File: src/rtl/cps_seq_sub.sv
// -----------------------------------------------------------------------------
// cps_seq_sub
//   Multi-cycle carry-propagate subtracter/adder. Computes a-b-c_in (mode=0)
//   or a+b+c_in (mode=1) over WIDTH bits, CHUNK bits per clock, LSB chunk
//   first. The borrow/carry is registered between chunks. Operands are
//   latched on the start edge. The final flags are published when the
//   operation completes.
//
// Parameters
//   WIDTH  operand/result width (>= 2)
//   CHUNK  bits processed per clock; WIDTH must be a multiple of CHUNK
//
// Ports
//   clk    rising-edge clock
//   rst    synchronous active-high reset (aborts an operation, no done)
//   start  request, sampled only in IDLE
//   mode   0 = subtract, 1 = add (latched at start)
//   a, b   operands (latched at start)
//   c_in   borrow-in / carry-in (latched at start)
//   busy   high while chunks are being processed
//   done   one-cycle pulse, result valid
//   s      result mod 2^WIDTH
//   c_out  borrow-out (sub) / carry-out (add)
//   ovf    two's-complement overflow
//   zero   s == 0
// -----------------------------------------------------------------------------
module cps_seq_sub #(
    parameter int WIDTH = 16,
    parameter int CHUNK = 4
) (
    input  logic             clk,
    input  logic             rst,
    input  logic             start,
    input  logic             mode,
    input  logic [WIDTH-1:0] a,
    input  logic [WIDTH-1:0] b,
    input  logic             c_in,
    output logic             busy,
    output logic             done,
    output logic [WIDTH-1:0] s,
    output logic             c_out,
    output logic             ovf,
    output logic             zero
);

    localparam int N     = WIDTH / CHUNK;
    localparam int IDX_W = (N > 1) ? $clog2(N) : 1;
    localparam logic [IDX_W-1:0] LAST_IDX = IDX_W'(N - 1);

    typedef enum logic [1:0] {
        ST_IDLE = 2'd0,
        ST_RUN  = 2'd1,
        ST_DONE = 2'd2
    } state_t;

    state_t           r_state;
    state_t           w_state_nxt;

    logic [IDX_W-1:0] r_idx;
    logic [WIDTH-1:0] r_a;
    logic [WIDTH-1:0] r_b;
    logic             r_mode;
    logic             r_chain;
    logic [WIDTH-1:0] r_work;
    logic [WIDTH-1:0] r_s;
    logic             r_c_out;
    logic             r_ovf;
    logic             r_zero;

    int               w_lo;
    logic [CHUNK-1:0] w_a_chunk;
    logic [CHUNK-1:0] w_b_chunk;
    logic [CHUNK:0]   w_chunk_res;
    logic             w_chain_nxt;
    logic [WIDTH-1:0] w_work_nxt;
    logic             w_ovf_nxt;
    logic             w_last;

    // One chunk of a ripple adder; the top bit is the carry out.
    function automatic logic [CHUNK:0] add_chunk(input logic [CHUNK-1:0] x,
                                                 input logic [CHUNK-1:0] y,
                                                 input logic             cin);
        return {1'b0, x} + {1'b0, y} + {{CHUNK{1'b0}}, cin};
    endfunction

    // One chunk of a ripple subtracter. The difference is taken over
    // CHUNK+1 bits. The top bit is set exactly when x < y + bin, which is
    // the borrow out.
    function automatic logic [CHUNK:0] sub_chunk(input logic [CHUNK-1:0] x,
                                                 input logic [CHUNK-1:0] y,
                                                 input logic             bin);
        return {1'b0, x} - {1'b0, y} - {{CHUNK{1'b0}}, bin};
    endfunction

    // Chunk datapath: the slice selected by the index, merged into the working result
    always_comb begin
        w_lo        = int'(r_idx) * CHUNK;
        w_a_chunk   = r_a[w_lo +: CHUNK];
        w_b_chunk   = r_b[w_lo +: CHUNK];
        w_chunk_res = r_mode ? add_chunk(w_a_chunk, w_b_chunk, r_chain)
                             : sub_chunk(w_a_chunk, w_b_chunk, r_chain);
        w_chain_nxt = w_chunk_res[CHUNK];
        w_work_nxt  = r_work;
        w_work_nxt[w_lo +: CHUNK] = w_chunk_res[CHUNK-1:0];
        w_last      = (r_idx == LAST_IDX);
        // Overflow rule on operand/result sign bits: for subtract the operand
        // signs must differ, for add they must match, and the result sign
        // must differ from a's sign.
        w_ovf_nxt   = ((r_a[WIDTH-1] ^ r_b[WIDTH-1]) ^ r_mode) &
                      (w_work_nxt[WIDTH-1] ^ r_a[WIDTH-1]);
    end

    // FSM state register
    always_ff @(posedge clk) begin
        if (rst) begin
            r_state <= ST_IDLE;
        end else begin
            r_state <= w_state_nxt;
        end
    end

    // FSM next-state logic
    always_comb begin
        w_state_nxt = r_state;
        case (r_state)
            ST_IDLE: if (start) w_state_nxt = ST_RUN;
            ST_RUN:  if (w_last) w_state_nxt = ST_DONE;
            ST_DONE: w_state_nxt = ST_IDLE;
            default: w_state_nxt = ST_IDLE;
        endcase
    end

    // FSM outputs
    always_comb begin
        busy = (r_state == ST_RUN);
        done = (r_state == ST_DONE);
    end

    // Operand latch, chunk iteration and result publication
    always_ff @(posedge clk) begin
        if (rst) begin
            r_idx   <= '0;
            r_a     <= '0;
            r_b     <= '0;
            r_mode  <= 1'b0;
            r_chain <= 1'b0;
            r_work  <= '0;
            r_s     <= '0;
            r_c_out <= 1'b0;
            r_ovf   <= 1'b0;
            r_zero  <= 1'b0;
        end else begin
            case (r_state)
                ST_IDLE: begin
                    if (start) begin
                        r_a     <= a;
                        r_b     <= b;
                        r_mode  <= mode;
                        r_chain <= c_in;
                        r_idx   <= '0;
                    end
                end
                ST_RUN: begin
                    r_work  <= w_work_nxt;
                    r_chain <= w_chain_nxt;
                    if (w_last) begin
                        // Last chunk: publish the completed result and flags.
                        r_idx   <= '0;
                        r_s     <= w_work_nxt;
                        r_c_out <= w_chain_nxt;
                        r_ovf   <= w_ovf_nxt;
                        r_zero  <= (w_work_nxt == '0);
                    end else begin
                        r_idx <= r_idx + 1'b1;
                    end
                end
                default: ;
            endcase
        end
    end

    assign s     = r_s;
    assign c_out = r_c_out;
    assign ovf   = r_ovf;
    assign zero  = r_zero;

endmodule

File: config.mk
export PLATFORM = sky130hd
export DESIGN_NAME = cps_seq_sub
export DESIGN_NICKNAME = d
export VERILOG_FILES = /design/src/rtl/cps_seq_sub.sv
export SDC_FILE = /design/constraint.sdc
export NUM_CORES = 1
export LEC_CHECK = 0
export CELL_PAD_IN_SITES_DETAIL_PLACEMENT = 1
export CELL_PAD_IN_SITES_GLOBAL_PLACEMENT = 1
export CORE_UTILIZATION = 40
export DETAILED_ROUTE_END_ITERATION = 10
export PLACE_DENSITY = 0.82
export SKIP_LAST_GASP = 1
export SYNTH_ARGS = -nofsm -noshare
export SYNTH_HDL_FRONTEND = slang
export SYNTH_SLANG_ARGS = --single-unit
File: constraint.sdc
create_clock -name clk -period 4.6 [get_ports clk]
set_input_delay 0.46 -clock clk [delete_from_list [all_inputs] [get_ports clk]]
set_output_delay 0.46 -clock clk [all_outputs]
set_load 0.01 [all_outputs]
# Word level (Yosys, flattened, before mapping)
# Cells that the tools add are included.
[op_classes]
add_sub_neg = 6
eq_ne = 5
shift = 4
muxes = 10
bitwise = 4
n_reduce_logical = 7
[ops]
columns = ["operator", "count"]
rows = [
  ["negator 4 -> 33 bit", 1],
  ["variable shift 4 x 33 -> 16 bit, first input constant", 1],
  ["indexed part select 4 x 33 -> 16 bit", 1],
  ["indexed part select 16 x 5 -> 4 bit", 2],
  ["bitwise mux 16 bit", 1],
  ["zero test 16 bit", 1],
  ["2-to-1 mux 2 bit", 4],
  ["one-hot mux 2 bit (2 select lines)", 2],
  ["AND reduction 2 bit", 4],
  ["adder 4 x 4 -> 5 bit", 1],
  ["adder 5 x 1 -> 5 bit", 1],
  ["2-to-1 mux 5 bit", 1],
  ["subtractor 4 x 4 -> 5 bit", 1],
  ["subtractor 5 x 1 -> 5 bit", 1],
  ["== test 2 bit, second input constant", 2],
  ["bitwise XOR 1 bit", 3],
  ["adder 2 x 1 -> 2 bit, second input constant", 1],
  ["== test 2 x 1 -> 1 bit, second input constant", 1],
  ["zero test 2 bit", 1],
  ["inequality test 2 x 1 -> 1 bit, second input constant", 1],
  ["inequality test 2 bit, second input constant", 1],
  ["one-hot mux 1 bit (2 select lines)", 1],
  ["nonzero test 2 bit", 1],
  ["bitwise AND 1 bit", 1],
  ["2-to-1 mux 1 bit", 1],
]
[totals]
ff_bits = 73
inputBits = 37
out_inout_bits = 21
word_cells = 47

# Depth between registers and ports, before layout
[logic_depth]
ltp_word = 8
mapped_depth = 12
depth_no_buf = 10

# Worst setup path after synthesis
# No wires, ideal clock.
[synth_path]
path_type = "reg-to-reg"
startpoint = "register r_idx[0]"
endpoint = "register r_zero (netlist: zero)"
t_arrival_ns = 3.124
required_ns = 4.465
slack_ns = 1.340
stages_incl_launch_ff = 11
synth_period_minus_slack_ns = 3.260
cell_sequence = "dfxtp_1 -> buf_2 -> mux4_2 -> fa_1 -> inv_1 -> fa_1 -> mux2i_1 -> a21oi_1 -> o21a_1 -> o2111ai_1 -> o32ai_2"
[synth_between]
elab_chain_len = 7
word_cells_on_any_way = 14
[synth_rtl]
columns = ["element", "line_no", "text"]
rows = [
  ["from (decl)", "59", "logic [IDX_W-1:0] r_idx;"],
  ["from (signal assigned)", "174", "r_idx <= r_idx + 1'b1;"],
  ["indexed part select 16 x 5 -> 4 bit, on equally long branches", "98, 99", ""],
  ["subtractor 4 x 4 -> 5 bit or adder 4 x 4 -> 5 bit (tied branches)", "92, 83", ""],
  ["subtractor 5 x 1 -> 5 bit or adder 5 x 1 -> 5 bit (tied branches)", "92, 83", ""],
  ["2-to-1 mux 5 bit", "100", "w_chunk_res = r_mode ? add_chunk(w_a_chunk, w_b_chunk, r_chain)"],
  ["indexed part select 4 x 33 -> 16 bit", "104", "w_work_nxt[w_lo +: CHUNK] = w_chunk_res[CHUNK-1:0];"],
  ["bitwise mux 16 bit", "104", ""],
  ["zero test 16 bit", "172", "r_zero <= (w_work_nxt == '0);"],
  ["to (signal assigned)", "172", ""],
  ["to (decl)", "68", "logic r_zero;"],
]
# Several ways; a longest one is shown, not always the timed one.
# A chain may end at the register's enable or synchronous reset.

# Final worst setup path
[layout_path]
startpoint = "register r_idx[0]"
endpoint = "register r_ovf (netlist: ovf)"
[layout_between]
elab_chain_len = 8
word_cells_on_any_way = 15
[layout_rtl]
columns = ["element", "line_no", "text"]
rows = [
  ["indexed part select 16 x 5 -> 4 bit, on equally long branches", "98, 99", ""],
  ["subtractor 4 x 4 -> 5 bit or adder 4 x 4 -> 5 bit (tied branches)", "92, 83", ""],
  ["subtractor 5 x 1 -> 5 bit or adder 5 x 1 -> 5 bit (tied branches)", "92, 83", ""],
  ["2-to-1 mux 5 bit", "100", ""],
  ["indexed part select 4 x 33 -> 16 bit", "104", ""],
  ["bitwise mux 16 bit", "104", ""],
  ["bitwise XOR 1 bit", "110", "(w_work_nxt[WIDTH-1] ^ r_a[WIDTH-1]);"],
  ["bitwise AND 1 bit", "109", "w_ovf_nxt = ((r_a[WIDTH-1] ^ r_b[WIDTH-1]) ^ r_mode) &"],
  ["to (signal assigned)", "171", "r_ovf <= w_ovf_nxt;"],
  ["to (decl)", "67", "logic r_ovf;"],
]
# Several ways; a longest one is shown, not always the timed one.

==> metrics.yaml <==
run_status:
  status: "finished clean"
floorplan:
  start_util_pct: 40.9
  io_pins: 58
  die_y_um: 96.3
  die_area_sq_um: 9260
  die_x_um: 96.3
  core.rowCount: 34
  core_area_sq_um: 8680
timing:
  fmaxAchievable_mhz: 267
  hold_violations: 0
  setup_viol: 0
  tightest_slew_ns: 1.15
  fin_skew_ns: 0.00841
  fin_crit_sh_pct: 81.3
  min_period_ns: 3.74
  tns_ns: 0
  rsz0062_at_grt: "false"
  worst_hold_slack_ns: 0.457
  slew_headroom_pct: 23.6
  report.final.slew_viol_count: 0
finish:
  fin_nets: 527
  final_core_util_pct: 51.2
  fin_area_sq_um: 4440
  area_growth_pct: 25.0
  n_fill_cell: 1054
  drive_gt1_share_pct: 6.90
  antenna_cells: 0
  stdcell_count: 586
synthesis:
  yosys.cell_count.top_type: "nand2_1"
  yosys-top-cells-area: "dfxtp_1, nand2_1, a21oi_1, ha_1, mux4_2"
  yosysSeqAreaShare_pct: 41.1
  syn_area_sq_um: 3550
  synth_cell_type_count: 53
  ys_ff_latch: 73
  synth_edf_count: 0
  synth_top_cell_area_share_pct: 41.1
  synth_ff_type: "dfxtp_1"
  syn_inst: 427
  syn_nets: 481
  synthTopCellsByCount: "nand2_1, dfxtp_1, a21oi_1"
  yosysWarningCount: 0
  yosys.area.top_type: "dfxtp_1"
  ys_async_sr_fraction_pct: 0
  syn_area_per_cell_sq_um: 8.32
clock_tree:
  cts_hold_buf: 0
  cts_buffers: 9
  htree_levels: 3
  cts_setup_buffers: 0
  path_clk_slew_ns: 0.08
  cts_tree: "yes"
  post_cts_resized: 0
  cts_root_buf: "clkbuf_8"
  clockBufferDepth: 2
  clock_latency_ns: 0.35
  clock-sinks: 73
critical_path:
  crit_path_end_kind: "flop"
  critical_path.max_stage_delay_ns: 0.69
  cp-start-kind: "flop"
  critical_path_arrival_ns: 4.02
  worstSetupPathType: "reg -> reg"
  reg2reg_from: "r_idx[0]$_SDFFE_PP0P_"
  crit_path_max_fanout: 11
  setup.worst_path.start: "r_idx[0]$_SDFFE_PP0P_"
  crit_chain: "mux4_2, fa_1, ha_1, nand2b_1, o2111ai_1, nand4_1, or3_1, a31oi_1"
  r2r_slack_ns: 0.86
  cp_top_family: "simple AND/OR/NAND/NOR gates"
  worst-path-buf-inv: 0
  cp.required_ns: 4.88
  worst_r2r_path_depth: 8
  critical_path.slowest_cell: "dfxtp_1"
  r2r-end: "ovf$_SDFFE_PP0P_"
power_and_ir_drop:
  power_density_nw_per_um2: 363
  p_leak_nw: 1.60
  peakVddDrop_mv: 0.142
detailed_routing:
  dr_total_vias: 3210
  drtIter0Drc: 134
  antenna_left: 0
  firstDrtPassIters: 4
  drt-total-wl_mm: 9.46
  drc: 0
  routed_via_density: 5.48
  wire_per_inst_um: 16.1
placed_design:
  gp_congestion: 0.863
  place_inst: 570
  place.detailed.hpwl_mm: 6.79
  io_buffers: 57
  placed_area_sq_um: 4190
global_route:
  antenna_found_initial: 0
  grt_max_degree: 66
  grt_pass1_wl_mm: 15.8
  grt_usage_pct: 22.5
  grt_overflow: 0
  grt_pass1_vias: 3371
hold_path:
  worstHoldEndpoint: "r_b[14]$_SDFFE_PP0P_"
  hp-start: "r_b[14]$_SDFFE_PP0P_"
  hold_path_class: "reg -> reg"
  whs_path_depth: 2
run:
  cap_violations: 0
cells by family (layout without fill, tap and decap cells):
group	count (synthesis)	in the layout	synth area share, %
fa+ha+maj	17	17	6.83
buf+inv	48	99	5.25
simple gates	162	162	20.0
xor+xnor	1	1	0.247
mux	11	11	5.56
compound gates	115	115	21.0
flops	73	73	41.1
cells in the final DEF (no fill, tap or decap), drive strengths merged, types with 3 or more instances in the layout:
cell           instances
a211oi                 8
a21oi                 48
a221oi                 8
a22oi                  7
a31oi                  6
a32oi                  3
and2                   5
buf                    7
bufinv                 3
clkbuf                12
clkdlybuf4s50         56
dfxtp                 73
fa                     4
ha                    13
inv                   19
mux2i                  4
mux4                   7
nand2                 90
nand2b                 3
nand3                  3
nor2                  35
nor2b                  4
nor3                   9
o2111ai                3
o211ai                 3
o21ai                 15
tightest hold or removal path, cell delays in order (launching register included):
cell     delay (ns)
dfxtp_1        0.31
nand2_1        0.05
a21oi_1        0.05
worst max path at each step:
stage	endpoint	slack, ns	cells past startpoint
2_1_floorplan	zero$_SDFFE_PP0P_	1.34	10
6_report	ovf$_SDFFE_PP0P_	0.86	8
5_1_grt	ovf$_SDFFE_PP0P_	0.55	8
3_5_place_dp	ovf$_SDFFE_PP0P_	0.94	8
4_1_cts	ovf$_SDFFE_PP0P_	0.87	8
3_3_place_gp	ovf$_SDFFE_PP0P_	1.06	8
final cells by class:
class | instances | area, sq um | share of cell area (%)
Timing Repair Buffer | 63 | 611 | 13.7
Sequential cell | 73 | 1460 | 32.9
Tap cell | 108 | 135 | 3.04
Multi-Input combinational cell | 306 | 1910 | 42.9
Clock buffer | 12 | 155 | 3.49
Inverter | 20 | 75.1 | 1.69
Clock inverter | 4 | 98.8 | 2.23
stage by stage:
stage / power (W) / worst slack (ns)
after CTS: 0.00162 / 0.868
after detailed placement: 0.000985 / 0.940
after floorplan: 0.000885 / 1.34
after global placement: 0.000973 / 1.06
final: 0.00161 / 0.860
after global routing: 0.00168 / 0.552
routing by layer:
metal	track usage (%)	part of all wire, %
met1	25.7	45
met2	41.4	50
met5	0	0
met4	8.71	1.2
met3	3.63	3.5
registers in the layout (all words and copies together) (netlist names):
| name | flops |
|---|---|
| c_out | 1 |
| r_work | 16 |
| r_state | 2 |
| s | 16 |
| r_idx | 2 |
| r_chain | 1 |
| r_a | 16 |
| ovf | 1 |
| r_mode | 1 |
| r_b | 16 |
| zero | 1 |
power breakdown:
group,switching (W),internal [W]
clock,0.000248,0.000392
sequential,0.0000231,0.000658
combinational,0.000176,0.000116
Power figures use the tool's default switching activity.
==> variant: new RTL, config.mk and constraints unchanged <==
Register the output `done`, cleared by the reset; this adds one clock of latency there. The other outputs are not delayed to match. Comments in the files are not updated.
--- a/src/rtl/cps_seq_sub.sv
+++ b/src/rtl/cps_seq_sub.sv
@@ -53,4 +53,6 @@
         ST_DONE = 2'd2
     } state_t;
+
+    logic done_d;
 
     state_t           r_state;
@@ -134,5 +136,5 @@
     always_comb begin
         busy = (r_state == ST_RUN);
-        done = (r_state == ST_DONE);
+        done_d = (r_state == ST_DONE);
     end
 
@@ -185,4 +187,12 @@
     assign zero  = r_zero;
 
+    always_ff @(posedge clk) begin
+        if (rst) begin
+            done <= '0;
+        end else begin
+            done <= done_d;
+        end
+    end
+
 endmodule
 
Behaviour: not the same (Yosys sat finds a counterexample within 10 cycles, from zero or initial values and one cycle with rst high).
==> variant against the unedited design <==
Worst hold slack worse by 0.0013 ns. Total power decreased by 10%. Sequential cell count is 1 higher. Routed wire length shrank 0.45%. Worst setup slack got worse by 0.16 ns. Synthesized area rose by 0.49%. Die area up 0.49%. Clock power decreased by 27%. Design area down 1.5%. Critical path type unchanged. Largest cell class unchanged. Largest power group unchanged.
==> variant: results (changes against the unedited design) <==
Outcome
  – Status: completed (unchanged)

GRT
  – Global-route wire length before repair: 15.67 mm (was 15.81 mm)
  – GRT met1 Usage: 26.43% (was 25.74%)
  – Largest net degree at the start of global routing: 67 (was 66)
  – Number of global-route vias before repair: 3292 (was 3371)
  – M3 GR Usage: 3.208% (was 3.633%)

Setup path
  – CP max stage delay: 0.89 ns (was 0.69 ns)
  – Arrival time worst endpoint: 4.18 ns (was 4.02 ns)
  – CP Max Fanout: 17 (was 11)

Placement
  – Pre-CTS setup slack: 0.6806 ns (was 0.9402 ns)
  – GP Congestion: 0.8468 (was 0.8633)
  – Final HPWL DP: 6.884 mm (was 6.791 mm)

Timing
  – Post-route clock skew: 0.009729 ns (was 0.008409 ns)
  – Normalized max-slew margin: 25.43% (was 23.63%)

Detailed routing
  – Metal-1 WL: 4.118 mm (was 4.255 mm)
  – Final WL: 9.418 mm (was 9.461 mm)
  – DR iter-0 viols: 149 (was 134)

Yosys
  – Syn Nets: 482 (was 481)
  – Ranking of synthesized cells by area: dfxtp_1 41%, nand2_1 9.5%, a21oi_1 6.7% (was dfxtp_1 41%, nand2_1 9.5%, a21oi_1 6.8%)
  – Sequential area share after synthesis: 41.49% (was 41.13%)

Cells and area
  – Buffers excl. clock: 62 (was 63)
  – CLK BUF: 11 (was 12)
  – Register cell area after layout: 1481 sq um (was 1461 sq um)
  – Filler Cell Count: 1041 (was 1054)

Power and ir drop
  – Worst vdd ir: 0.1136 mV (was 0.1423 mV)
-- variant: cell types whose count changed in the layout (fill, tap and decap cells not counted), sizes merged --
cell	delta
clkinvlp	+4
bufinv	-3
buf	-1
clkbuf	-1
clkinv	-1
dfxtp	+1
inv	+1
nor2b	-1
nor3b	+1
-- variant: path summary, 6_finish.rpt --
| kind | from | end | slack (ns) | depth (start not counted) |
|---|---|---|---|---|
| setup / recovery | r_idx[0]$_SDFFE_PP0P_ | ovf$_SDFFE_PP0P_ | 0.70 | 8 |
| hold reg to reg | r_b[13]$_SDFFE_PP0P_ | r_b[13]$_SDFFE_PP0P_ | 0.46 | 2 |
| hold / removal | r_b[13]$_SDFFE_PP0P_ | r_b[13]$_SDFFE_PP0P_ | 0.46 | 2 |
| setup reg to reg | r_idx[0]$_SDFFE_PP0P_ | ovf$_SDFFE_PP0P_ | 0.70 | 8 |
-- variant: stage by stage --
stage / hold slack [ns] / instance area (sq um) / instances / util (%) / total power [mW]
final: 0.4560 / 4374 / 586 / 50.40 / 1.445
after global routing: 0.4794 / 4374 / 586 / 50.40 / 1.524
after CTS: 0.4573 / 4374 / 586 / 50.40 / 1.459
after floorplan: 0.4229 / 3571 / 428 / - / 0.8943
after detailed placement: 0.4456 / 4194 / 570 / 48.33 / 0.9932
after global placement: 0.4387 / 4194 / 570 / 48.33 / 0.9800
-- variant: kinds of logic after synthesis --
| logic type | Yosys count | share of synthesized area, % |
|---|---|---|
| buffers and inverters | 48 | 5.326 |
| xor gates and xnor gates | 1 | 0.2453 |
| muxes | 11 | 5.536 |
| adders and majority gates | 17 | 6.798 |
| DFF | 74 | 41.49 |
| AOI/OAI and AO/OA | 115 | 20.64 |
| and+or+nand+nor | 162 | 19.97 |
